==> config.mk <==
export PLATFORM = sky130hd
export DESIGN_NAME = cl_capture_ctrl
export DESIGN_NICKNAME = d
export VERILOG_FILES = /design/src/rtl/cl_capture_ctrl.sv
export SDC_FILE = /design/constraint.sdc
export NUM_CORES = 1
export LEC_CHECK = 0
export BUFFER_PORTS_ARGS = -buffer_cell sky130_fd_sc_hd__buf_2
export CAP_MARGIN = 20
export CORE_MARGIN = 5
export CORE_UTILIZATION = 33
export DETAILED_ROUTE_END_ITERATION = 8
export PLACE_DENSITY_LB_ADDON = 0.12
export SKIP_CTS_REPAIR_TIMING = 1
export SLEW_MARGIN = 20
export SYNTH_ARGS = -nofsm -noshare
export SYNTH_HDL_FRONTEND = slang
export SYNTH_SLANG_ARGS = --single-unit
==> constraint.sdc <==
create_clock -name bus_clk -period 3.4 [get_ports bus_clk]
set_clock_uncertainty 0.05 [all_clocks]
set_input_delay 0.17 -clock bus_clk [delete_from_list [all_inputs] [get_ports bus_clk]]
set_output_delay 0.17 -clock bus_clk [all_outputs]
set_load 0.02 [all_outputs]
==> src/rtl/cl_capture_ctrl.sv <==
// cl_capture_ctrl -- Camera Link frame capture controller.
//
// Takes ARM / STOP / CLEAR commands from the PC side and watches the camera's
// frame/line valid strobes. It gates the pixel datapath (capture_en) for a
// programmed number of frames, or continuously. It counts completed frames,
// lines and pixel clocks, and posts 128-bit status messages downstream.
//
// Optional feature macro: CL_FRAME_DONE_MSG_EN
//   defined   -> a FRAME_DONE message is posted after every captured frame
//   undefined -> only ERROR messages are ever posted
//
// Ports:
//   bus_clk            sole clock
//   reset              asynchronous, active-high
//   pc_msg_pending     PC command available
//   pc_msg[31:0]       command word: [31:28] opcode, [19:0] argument
//   pc_msg_ack         one-cycle command-consumed pulse
//   cl_fval, cl_lval   frame/line valid, already synchronous to bus_clk
//   fpga_msg_overflow  downstream message FIFO full
//   fpga_msg[127:0]    status message, held until the next one
//   fpga_msg_valid     one-cycle message strobe
//   capture_en         high exactly while CAPTURING
//   state[1:0]         STANDBY=0, ARMED=1, CAPTURING=2, ERROR=3
//   frame_num          completed-frame count
//   led[3:0]           {error, capturing, armed, frame_num[0]}
module cl_capture_ctrl #(
  parameter int FRAME_NUM_SIZE = 20,
  parameter int LINE_NUM_SIZE  = 12,
  parameter int CLK_COUNT_SIZE = 10
) (
  input  logic                      bus_clk,
  input  logic                      reset,
  input  logic                      pc_msg_pending,
  input  logic [31:0]               pc_msg,
  output logic                      pc_msg_ack,
  input  logic                      cl_fval,
  input  logic                      cl_lval,
  input  logic                      fpga_msg_overflow,
  output logic [127:0]              fpga_msg,
  output logic                      fpga_msg_valid,
  output logic                      capture_en,
  output logic [1:0]                state,
  output logic [FRAME_NUM_SIZE-1:0] frame_num,
  output logic [3:0]                led
);

  typedef enum logic [1:0] {
    STANDBY   = 2'd0,
    ARMED     = 2'd1,
    CAPTURING = 2'd2,
    ERROR     = 2'd3
  } state_e;

  localparam logic [3:0] OP_ARM   = 4'd1;
  localparam logic [3:0] OP_STOP  = 4'd2;
  localparam logic [3:0] OP_CLEAR = 4'd3;

  localparam logic [3:0] MSG_FRAME_DONE = 4'd2;
  localparam logic [3:0] MSG_ERROR      = 4'd3;

  localparam logic [FRAME_NUM_SIZE-1:0] FRAME_ONE = {{(FRAME_NUM_SIZE-1){1'b0}}, 1'b1};
  localparam logic [LINE_NUM_SIZE-1:0]  LINE_ONE  = {{(LINE_NUM_SIZE-1){1'b0}}, 1'b1};
  localparam logic [CLK_COUNT_SIZE-1:0] CLK_ONE   = {{(CLK_COUNT_SIZE-1){1'b0}}, 1'b1};
  localparam logic [CLK_COUNT_SIZE-1:0] CLK_MAX   = {CLK_COUNT_SIZE{1'b1}};

  state_e state_q, state_next;

  logic                      fval_d, lval_d;
  logic [LINE_NUM_SIZE-1:0]  line_num;
  logic [CLK_COUNT_SIZE-1:0] clk_count;
  logic [19:0]               frames_left;
  logic                      stop_pending;

  logic       fval_rise, fval_fall, lval_rise;
  logic       cmd_take, cmd_arm, cmd_stop, cmd_clear;
  logic [3:0] opcode;
  logic       continuous, last_frame;

  // Events produced by the next-state logic for the datapath registers.
  logic frame_done, err_evt, cap_start, arm_load, stop_set;

  logic unused_msg_bits;
  assign unused_msg_bits = ^pc_msg[27:20];

  assign fval_rise = cl_fval & ~fval_d;
  assign fval_fall = ~cl_fval & fval_d;
  assign lval_rise = cl_lval & ~lval_d;

  // A command is taken only while the previous ack is low.
  // The one-cycle ack pulse then masks the still-pending request.
  assign cmd_take  = pc_msg_pending & ~pc_msg_ack;
  assign opcode    = pc_msg[31:28];
  assign cmd_arm   = cmd_take & (opcode == OP_ARM);
  assign cmd_stop  = cmd_take & (opcode == OP_STOP);
  assign cmd_clear = cmd_take & (opcode == OP_CLEAR);

  // A frames_left of zero while capturing means the ARM was continuous.
  assign continuous = (frames_left == 20'd0);
  assign last_frame = (frames_left == 20'd1);

  // State register.
  always_ff @(posedge bus_clk or posedge reset) begin
    if (reset) state_q <= STANDBY;
    else       state_q <= state_next;
  end

  // Next-state logic. The fval edge is resolved first into mid_state.
  // The command is then judged against that result, so a command arriving
  // together with a frame edge sees the post-edge state.
  always_comb begin
    state_e mid_state;
    mid_state  = state_q;
    state_next = state_q;
    frame_done = 1'b0;
    err_evt    = 1'b0;
    cap_start  = 1'b0;
    arm_load   = 1'b0;
    stop_set   = 1'b0;

    case (state_q)
      ARMED: begin
        if (fval_rise) begin
          mid_state = CAPTURING;
          cap_start = 1'b1;
        end
      end
      CAPTURING: begin
        // Overflow beats a coincident frame end; that frame is not counted.
        if (fpga_msg_overflow) begin
          mid_state = ERROR;
          err_evt   = 1'b1;
        end else if (fval_fall) begin
          frame_done = 1'b1;
          mid_state  = (stop_pending || (!continuous && last_frame)) ? STANDBY : ARMED;
        end
      end
      default: ;
    endcase

    state_next = mid_state;
    if (cmd_clear) begin
      state_next = STANDBY;
    end else if (cmd_arm) begin
      if (mid_state == STANDBY) begin
        state_next = ARMED;
        arm_load   = 1'b1;
      end
    end else if (cmd_stop) begin
      if (mid_state == ARMED)          state_next = STANDBY;
      else if (mid_state == CAPTURING) stop_set   = 1'b1;
    end
  end

  // Output logic.
  always_comb begin
    capture_en = (state_q == CAPTURING);
    led        = {state_q == ERROR, state_q == CAPTURING, state_q == ARMED, frame_num[0]};
  end

  assign state = state_q;

  // Command ack and the fval/lval edge-detect history.
  always_ff @(posedge bus_clk or posedge reset) begin
    if (reset) begin
      pc_msg_ack <= 1'b0;
      fval_d     <= 1'b0;
      lval_d     <= 1'b0;
    end else begin
      pc_msg_ack <= cmd_take;
      fval_d     <= cl_fval;
      lval_d     <= cl_lval;
    end
  end

  // Frame bookkeeping: completed-frame count, frames still to take, and
  // a STOP deferred until the current frame ends.
  always_ff @(posedge bus_clk or posedge reset) begin
    if (reset) begin
      frame_num    <= '0;
      frames_left  <= '0;
      stop_pending <= 1'b0;
    end else if (cmd_clear) begin
      frame_num    <= '0;
      frames_left  <= '0;
      stop_pending <= 1'b0;
    end else begin
      if (frame_done) frame_num <= frame_num + FRAME_ONE;

      if (arm_load)                       frames_left <= pc_msg[19:0];
      else if (frame_done && !continuous) frames_left <= frames_left - 20'd1;

      if (stop_set)                     stop_pending <= 1'b1;
      else if (frame_done || err_evt)   stop_pending <= 1'b0;
    end
  end

  // Line and pixel-clock counters. The cycle of the lval rise clears
  // clk_count, and each later lval-high cycle adds one. An N-cycle line
  // therefore ends at N-1, saturating at all-ones. A line starting on the
  // same cycle as the frame counts as line 1 of that frame.
  always_ff @(posedge bus_clk or posedge reset) begin
    if (reset) begin
      line_num  <= '0;
      clk_count <= '0;
    end else if (cmd_clear) begin
      line_num  <= '0;
      clk_count <= '0;
    end else begin
      if (cap_start)
        line_num <= lval_rise ? LINE_ONE : '0;
      else if (state_q == CAPTURING && cl_fval && lval_rise)
        line_num <= line_num + LINE_ONE;

      if (lval_rise)
        clk_count <= '0;
      else if (cl_lval && clk_count != CLK_MAX)
        clk_count <= clk_count + CLK_ONE;
    end
  end

  // Message fields fitted to their fixed slot widths, zero-extended or truncated.
  logic [FRAME_NUM_SIZE-1:0] msg_frame_src;
  logic [19:0]               frame_field;
  logic [11:0]               line_field;
  logic [9:0]                clk_field;
  logic [3:0]                msg_type;
  logic [127:0]              msg_word;

  assign msg_frame_src = frame_done ? frame_num + FRAME_ONE : frame_num;

  if (FRAME_NUM_SIZE >= 20) begin : g_frame_field
    assign frame_field = msg_frame_src[19:0];
  end else begin : g_frame_field
    assign frame_field = {{(20-FRAME_NUM_SIZE){1'b0}}, msg_frame_src};
  end

  if (LINE_NUM_SIZE >= 12) begin : g_line_field
    assign line_field = line_num[11:0];
  end else begin : g_line_field
    assign line_field = {{(12-LINE_NUM_SIZE){1'b0}}, line_num};
  end

  if (CLK_COUNT_SIZE >= 10) begin : g_clk_field
    assign clk_field = clk_count[9:0];
  end else begin : g_clk_field
    assign clk_field = {{(10-CLK_COUNT_SIZE){1'b0}}, clk_count};
  end

  assign msg_type = err_evt ? MSG_ERROR : MSG_FRAME_DONE;
  assign msg_word = {8'hA5, msg_type, frame_field, line_field, clk_field, 74'd0};

  // Message register. ERROR always goes out, even into a full FIFO.
  // FRAME_DONE is dropped when the FIFO is full.
  always_ff @(posedge bus_clk or posedge reset) begin
    if (reset) begin
      fpga_msg       <= '0;
      fpga_msg_valid <= 1'b0;
    end else begin
      fpga_msg_valid <= 1'b0;
      if (err_evt) begin
        fpga_msg       <= msg_word;
        fpga_msg_valid <= 1'b1;
      end
`ifdef CL_FRAME_DONE_MSG_EN
      else if (frame_done && !fpga_msg_overflow) begin
        fpga_msg       <= msg_word;
        fpga_msg_valid <= 1'b1;
      end
`endif
    end
  end

endmodule

==> metrics, run 1 <==
Hold Fails Final Rpt 64; Worst-path clk slew 0.07 ns; fillers 1,806; initial core utilization 33.8%; I/O Pins 195; post-synthesis sequential area ratio 47.7%; RePlAce Congestion 0.798; area of the multi-input gates around 0.0026 mm²; switching share of total power a little under two fifths; syn_area_per_cell 9.30 µm²; Post-synth EDFFs 0; Relative slew margins 45.6%; final worst-path cycle share slightly above 80%; Req. time, crit path 3.58 ns; Die Area 0.0206 mm²; worst vdd ir 0.000288 V; max_cap viols 0; port bufs around 110; mux share of post-synthesis cell area 0.512%; number of synthesized register bits around 110; most frequent cells in the layout nand2_1 (135), dfrtp_1 (112), buf_2 (106), conb_1 (80), nor2_1 (60); unique cell type count in the Yosys netlist between 40 and 50; Die Ht 143 µm; number of remaining DRC errors 0; Starting DRT DRC Count around 150; Congestion Overflow GR 0; Synth Area in Simple Gates 21.5%; pins over their slew limit 0; die width roughly 140 µm; most common cell after layout, fill and taps aside nand2_1; Synth Area in Adders 1.92%; max incr delay on CP between 0.4 and 0.5 ns; crit path max fanout 17; setup TNS 0 ns; Psw 1.50 mW; Post-Syn Area 0.00587 mm²; CTS root buf clkbuf_16; XOR/XNOR Fraction of Synth Area about 8.5%; Worst Hold Class in2async; Pre-antenna DRT Iters 4; Routed WL per cell 14.1 µm; Pint roughly 2.6 mW; compound-cell area share of the yosys netlist 6.48%; Crit path max-delay family compound AO/OA/AOI/OAI gates; vias in the first global route between 4,000 and 5,000; cell repeated most along the worst path inv_1; startpoint types flip-flop; synthesized instance count 631; sequential share of power between 40% and 50%; CTS Buffer Depth 2; Inserted Clock Buffers 9; H-tree Lvls 3; Final #Nets between 700 and 800; status finished, violations left; Layout area overhead 14.3%; violated checks negative hold slack; Diodes inserted 0; main combinational cell family by area after synthesis simple AND/OR/NAND/NOR gates; # setup viols final 0; Max Fclk 363 MHz; asr flop ratio synth 100%; r2r setup slk 0.64 ns; Clock power frac 27.0%; Slowest-stage cell, CP dfrtp_1; Global Route Usage Sum 13.4%; register area 0.00280 mm²; Main synth FF type dfrtp_1; YS warnings 0; crit path cell chain inv_1 -> ha_1 -> inv_1 -> a2111oi_2 -> o41ai_2 -> and4b_1 -> buf_4 -> o31ai_1; time the worst path needs with I/O delays and setup about 2.8 ns; Gate power share 29.6%; Std-Cell Rows 48; Tightest Pin Transition 0.816 ns; Hold Slack -0.0679 ns; largest net degree at the start of global routing 63; Avg Vias per Cell between 4 and 5; worst skew pair latency 0.34 ns; initial antenna violation count 1; Crit path buffers/inverters 3; core area 0.0174 mm²; DRT antenna net count 0; CTS tree done; RSZ-0062 raised after global routing false; CP Class reg2reg; clock sinks 112; CP Capture Type flip-flop; layout cells sized above 1 about a fifth; Arr. time, crit path 2.94 ns; HPWL after detailed placement 9940 µm; PD cells between 600 and 700 mW/mm²; first-pass GRT wire length 22,200 µm; total routed wirelength around 14,000 µm; routed vias 4,287; static leakage around 3.5 nW
stage by stage:
stage               power (mW)  cells  cell area, µm²  utilization, %  worst slack (ns)
CTS                       4.11    958            6610            38.1             0.608
global placement          2.96    942            6300            36.3             0.697
detailed placement        2.99    942            6300            36.3             0.653
floorplan                 2.74    710            6170               -             0.221
finish                    4.06    968            6710            38.6             0.642
global route              4.33    968            6710            38.6             0.387
worst reg2reg max path, stage by stage, from the launching register on:
cell       delay, ns
dfrtp_1         0.45
inv_1           0.12
ha_1            0.37
inv_1           0.10
a2111oi_2       0.43
o41ai_2         0.16
and4b_1         0.39
buf_4           0.28
o31ai_1         0.30
synth_stat cells, drive strengths merged (5+ instances only):
library cell,number,share of area [%]
o21ai,30,2.6
inv,12,0.77
dfrtp,112,48
ha,9,1.9
clkbuf,14,0.90
nor4,7,1.3
nand2,136,8.7
xnor2,19,2.8
nand3,16,1.4
xor2,38,5.7
nor2,60,3.8
o31ai,9,1.2
a21oi,5,0.43
nor3,6,0.51
buf,91,12
nand4,14,1.5
and3,7,0.75
worst paths after layout:
check                           cells past startpoint                 start                           to
worst min-delay path                                2                 reset  frames_left[14]$_DFFE_PP0P_
worst max-delay path                                8    state[0]$_DFF_PP0_   frames_left[6]$_DFFE_PP0P_
max in group asynchronous                           3                 reset    fpga_msg[110]$_DFFE_PP0P_
worst min register to register                      1  pc_msg_ack$_DFF_PP0_         pc_msg_ack$_DFF_PP0_
min in group bus_clk                                3             pc_msg[9]   frames_left[9]$_DFFE_PP0P_
worst max register to register                      8    state[0]$_DFF_PP0_   frames_left[6]$_DFFE_PP0P_
area by class of cell:
| class | instances | share of cell area, % |
|---|---|---|
| clock inverters | 5 | 0.802 |
| flip-flops and latches | 112 | 41.8 |
| multi-input cells | 480 | 38.6 |
| well taps | 225 | 4.20 |
| inverters | 13 | 0.765 |
| repair buffers | 122 | 10.1 |
| clock buffers | 11 | 3.77 |
registers in the layout, summed over array words and instances, names as in the netlist:
signal / cells
frames_left: 20
fpga_msg_valid: 1
fval_d: 1
lval_d: 1
state: 2
stop_pending: 1
fpga_msg: 43
line_field: 12
pc_msg_ack: 1
frame_num: 20
clk_count: 10
cells by family (layout without fill, tap and decap cells):
logic type	count (synthesis)	after routing
adders and majority gates	9	9
xor gates and xnor gates	57	57
muxes	3	3
other	1	80
AOI/OAI and AO/OA	58	58
and+or+nand+nor	273	273
DFF	112	112
buffers and inverters	118	151
power groups by stage:
stage	clock, mW	combinational [mW]	sequential, mW
2_1_floorplan	0	0.911	1.83
3_3_place_gp	0	1.18	1.78
3_5_place_dp	0	1.20	1.79
4_1_cts	1.14	1.21	1.76
5_1_grt	1.20	1.34	1.79
6_report	1.10	1.20	1.76
per-layer routing:
layer  wire length (µm)  global-route usage, %  vias up
li1                   -                      -     2123
met1               5930                   17.0     2045
met2               6710                   22.6      102
met3                804                   3.13       15
met4                183                   4.36        2
met5                 15                      0        -
(Power assumes the default switching activity.)
==> run 2, diff against run 1 <==
- ABC_AREA: not set -> 1
- clock period: 3.4 -> 2.6 ns (I/O delays scaled with it)
==> run 2 against run 1 <==
Compared with the run above: the run now ends clean; design area up 10%; die area rose by 10%; core utilization down 0.65 points; count of clock-buffer cells in the layout is the same; worst hold slack better by 0.096 ns; worst setup slack got worse by 0.36 ns; critical endpoint is now frames_left[12]$_DFFE_PP0P_; largest cell class is now multi-input combinational cells; largest power group is now combinational logic.
==> metrics, run 2 <==
status complete, no violations; max reg flops 43; Diodes inserted 0; worst r2r src state[1]$_DFF_PP0_; clock sinks ~110; Main synth FF type dfrtp_1; # setup viols final 0; port bufs between 100 and 150; Relative slew margins 57.5%; Clock power frac 22.4%; Synth Area in Adders 1.73%; H-tree Lvls 3; static leakage between 3 and 4 nW; CP Class reg2reg; Die Area 0.0227 mm²; r2r setup slk 0.29 ns; YS warnings 0; switching share of total power 42.7%; R2R depth 12; share of the synthesized area in the top cell type 42.9%; I/O Pins ~200; Worst-path clk slew 0.08 ns; Synth area leader dfrtp_1; Tightest Pin Transition between 0.6 and 0.7 ns; cell count of the worst hold path 3; total routed wirelength 16,300 µm; CP Capture Type flip-flop; post-synthesis sequential area ratio between 40% and 50%; syn_area_per_cell a little under 8 µm²; final core utilization 38.0%; XOR/XNOR Fraction of Synth Area roughly 4.2%; mux share of post-synthesis cell area 0.153%; Post-synth EDFFs 0; sequential share of power 37.8%; CTS tree done; Gate power share 39.8%; Worst Hold Class in2reg; main combinational cell family by area after synthesis simple AND/OR/NAND/NOR gates; die width 151 µm; Max Fclk 432 MHz; CTS root buf clkbuf_16; Synth Area in Simple Gates 29.6%; Arr. time, crit path about 2.6 ns; Synth top cells by count nand2_1 (244), dfrtp_1 (112), buf_4 (89); asr flop ratio synth 100%; top layer in use met4; synthesized instance count 845; pins over their slew limit 0; compound-cell area share of the yosys netlist 5.66%; Top Registers fpga_msg x43, frame_num x20, frames_left x20; HPWL after detailed placement 11,900 µm; R2R Path End frames_left[12]$_DFFE_PP0P_; Global Route Usage Sum about 15%; Post-Syn Area 0.00653 mm²; routed vias 5,260; max_cap viols 0; Largest Register fpga_msg; Std-Cell Rows 51; cell with the most instances after synthesis nand2_1; core area slightly below 0.02 mm²; CTS Buffer Depth 2; number of synthesized register bits 112; Inserted Clock Buffers 9; WL met3 1100 µm; time the worst path needs with I/O delays and setup 2.31 ns; initial core utilization 33.5%; Pre-antenna DRT Iters 5; Req. time, crit path 2.84 ns; worst skew pair latency 0.36 ns; startpoint types flip-flop; final worst-path cycle share ~89%; RePlAce Congestion between 0.8 and 0.9; setup TNS 0 ns; Congestion Overflow GR 0; min-delay src pc_msg_pending; largest net degree at the start of global routing 72; DRT antenna net count 0; Starting DRT DRC Count about 280; met2 routed WL 7580 µm; most common cell after layout, fill and taps aside nand2_1; unique cell type count in the Yosys netlist 37; Routed WL per cell 13.3 µm; Final #Nets 999; crit path max fanout 19; Die Ht between 150 and 200 µm; synth top area cells dfrtp_1 (43%), nand2_1 (14%), buf_4 (10%); Layout area overhead 13.3%; initial antenna violation count 0; number of remaining DRC errors 0; Metal-1 WL 7490 µm; Hold Fails Final Rpt 0; most frequent cells in the layout nand2_1 (244), dfrtp_1 (112), buf_2 (106), conb_1 (80), nor2_1 (78); worst vdd ir 0.000418 V; RSZ-0062 raised after global routing false; Avg Vias per Cell 4.30; Hold Path Sink pc_msg_ack$_DFF_PP0_; Pint ~3.6 mW; PD cells ~850 mW/mm²; Psw 2.69 mW; first-pass GRT wire length between 20,000 and 30,000 µm; layout cells sized above 1 17.8%; vias in the first global route 5,157
[run 2: metrics by stage]
step	setup slack, ns	total power [mW]	std cells	cell area, µm²	hold slack (ns)
detailed placement	0.0174	4.93	1199	7040	0.196
global route	0.0244	6.83	1222	7400	0.0513
floorplan	0.420	4.34	924	6830	0.111
finish	0.286	6.30	1222	7400	0.0285
CTS	-0.00568	6.39	1215	7340	-0.194
global placement	0.0472	4.93	1199	7040	0.200
[run 2: power groups by stage]
stage	Combinational [mW]	Clock [mW]	Sequential, mW
after global placement	2.51	0	2.42
after global routing	2.86	1.53	2.44
final	2.51	1.41	2.38
after detailed placement	2.52	0	2.41
after CTS	2.53	1.47	2.39
after floorplan	1.75	0	2.59
[run 2: cell type report]
type | instances | area [µm²]
Sequential cell | 112 | 2800
Timing Repair Buffer | 124 | 698
Clock inverter | 5 | 45.0
Inverter | 68 | 263
Clock buffer | 11 | 253
Tap cell | 265 | 332
Multi-Input combinational cell | 637 | 3000
Fill cell | 2127 | 12100
[run 2: critical path, stage by stage (launching register included)]
cell and delay [ns]:
dfrtp_1 0.40, inv_1 0.06, ha_1 0.17, inv_1 0.07
nor3_2 0.26, o21ai_1 0.10, nand2_1 0.23, nor2_4 0.10
nand2_4 0.16, nand3_4 0.22, inv_4 0.26, nand2_1 0.08
nand2_1 0.07
[run 2: how the worst max path moves through the flow]
stage	start	cells after the start	endpoint
finish	state[1]$_DFF_PP0_	12	frames_left[12]$_DFFE_PP0P_
global route	state[1]$_DFF_PP0_	12	frames_left[15]$_DFFE_PP0P_
CTS	state[0]$_DFF_PP0_	12	frames_left[1]$_DFFE_PP0P_
detailed placement	state[0]$_DFF_PP0_	12	frames_left[1]$_DFFE_PP0P_
global placement	state[0]$_DFF_PP0_	12	frames_left[17]$_DFFE_PP0P_
floorplan	state[0]$_DFF_PP0_	11	fpga_msg[108]$_DFFE_PP0P_
[run 2: cell families after synthesis]
logic type	after synthesis
mux	1
fa+ha+maj	9
compound gates	71
xor+xnor	31
flops	112
buf+inv	176
other cells	1
simple gates	444
[run 2: layer usage]
metal  GRT usage, %  vias up
met5              0        -
li1               -     2722
met2           23.6      137
met3           4.46        8
met1           19.7     2393
met4           2.63        0
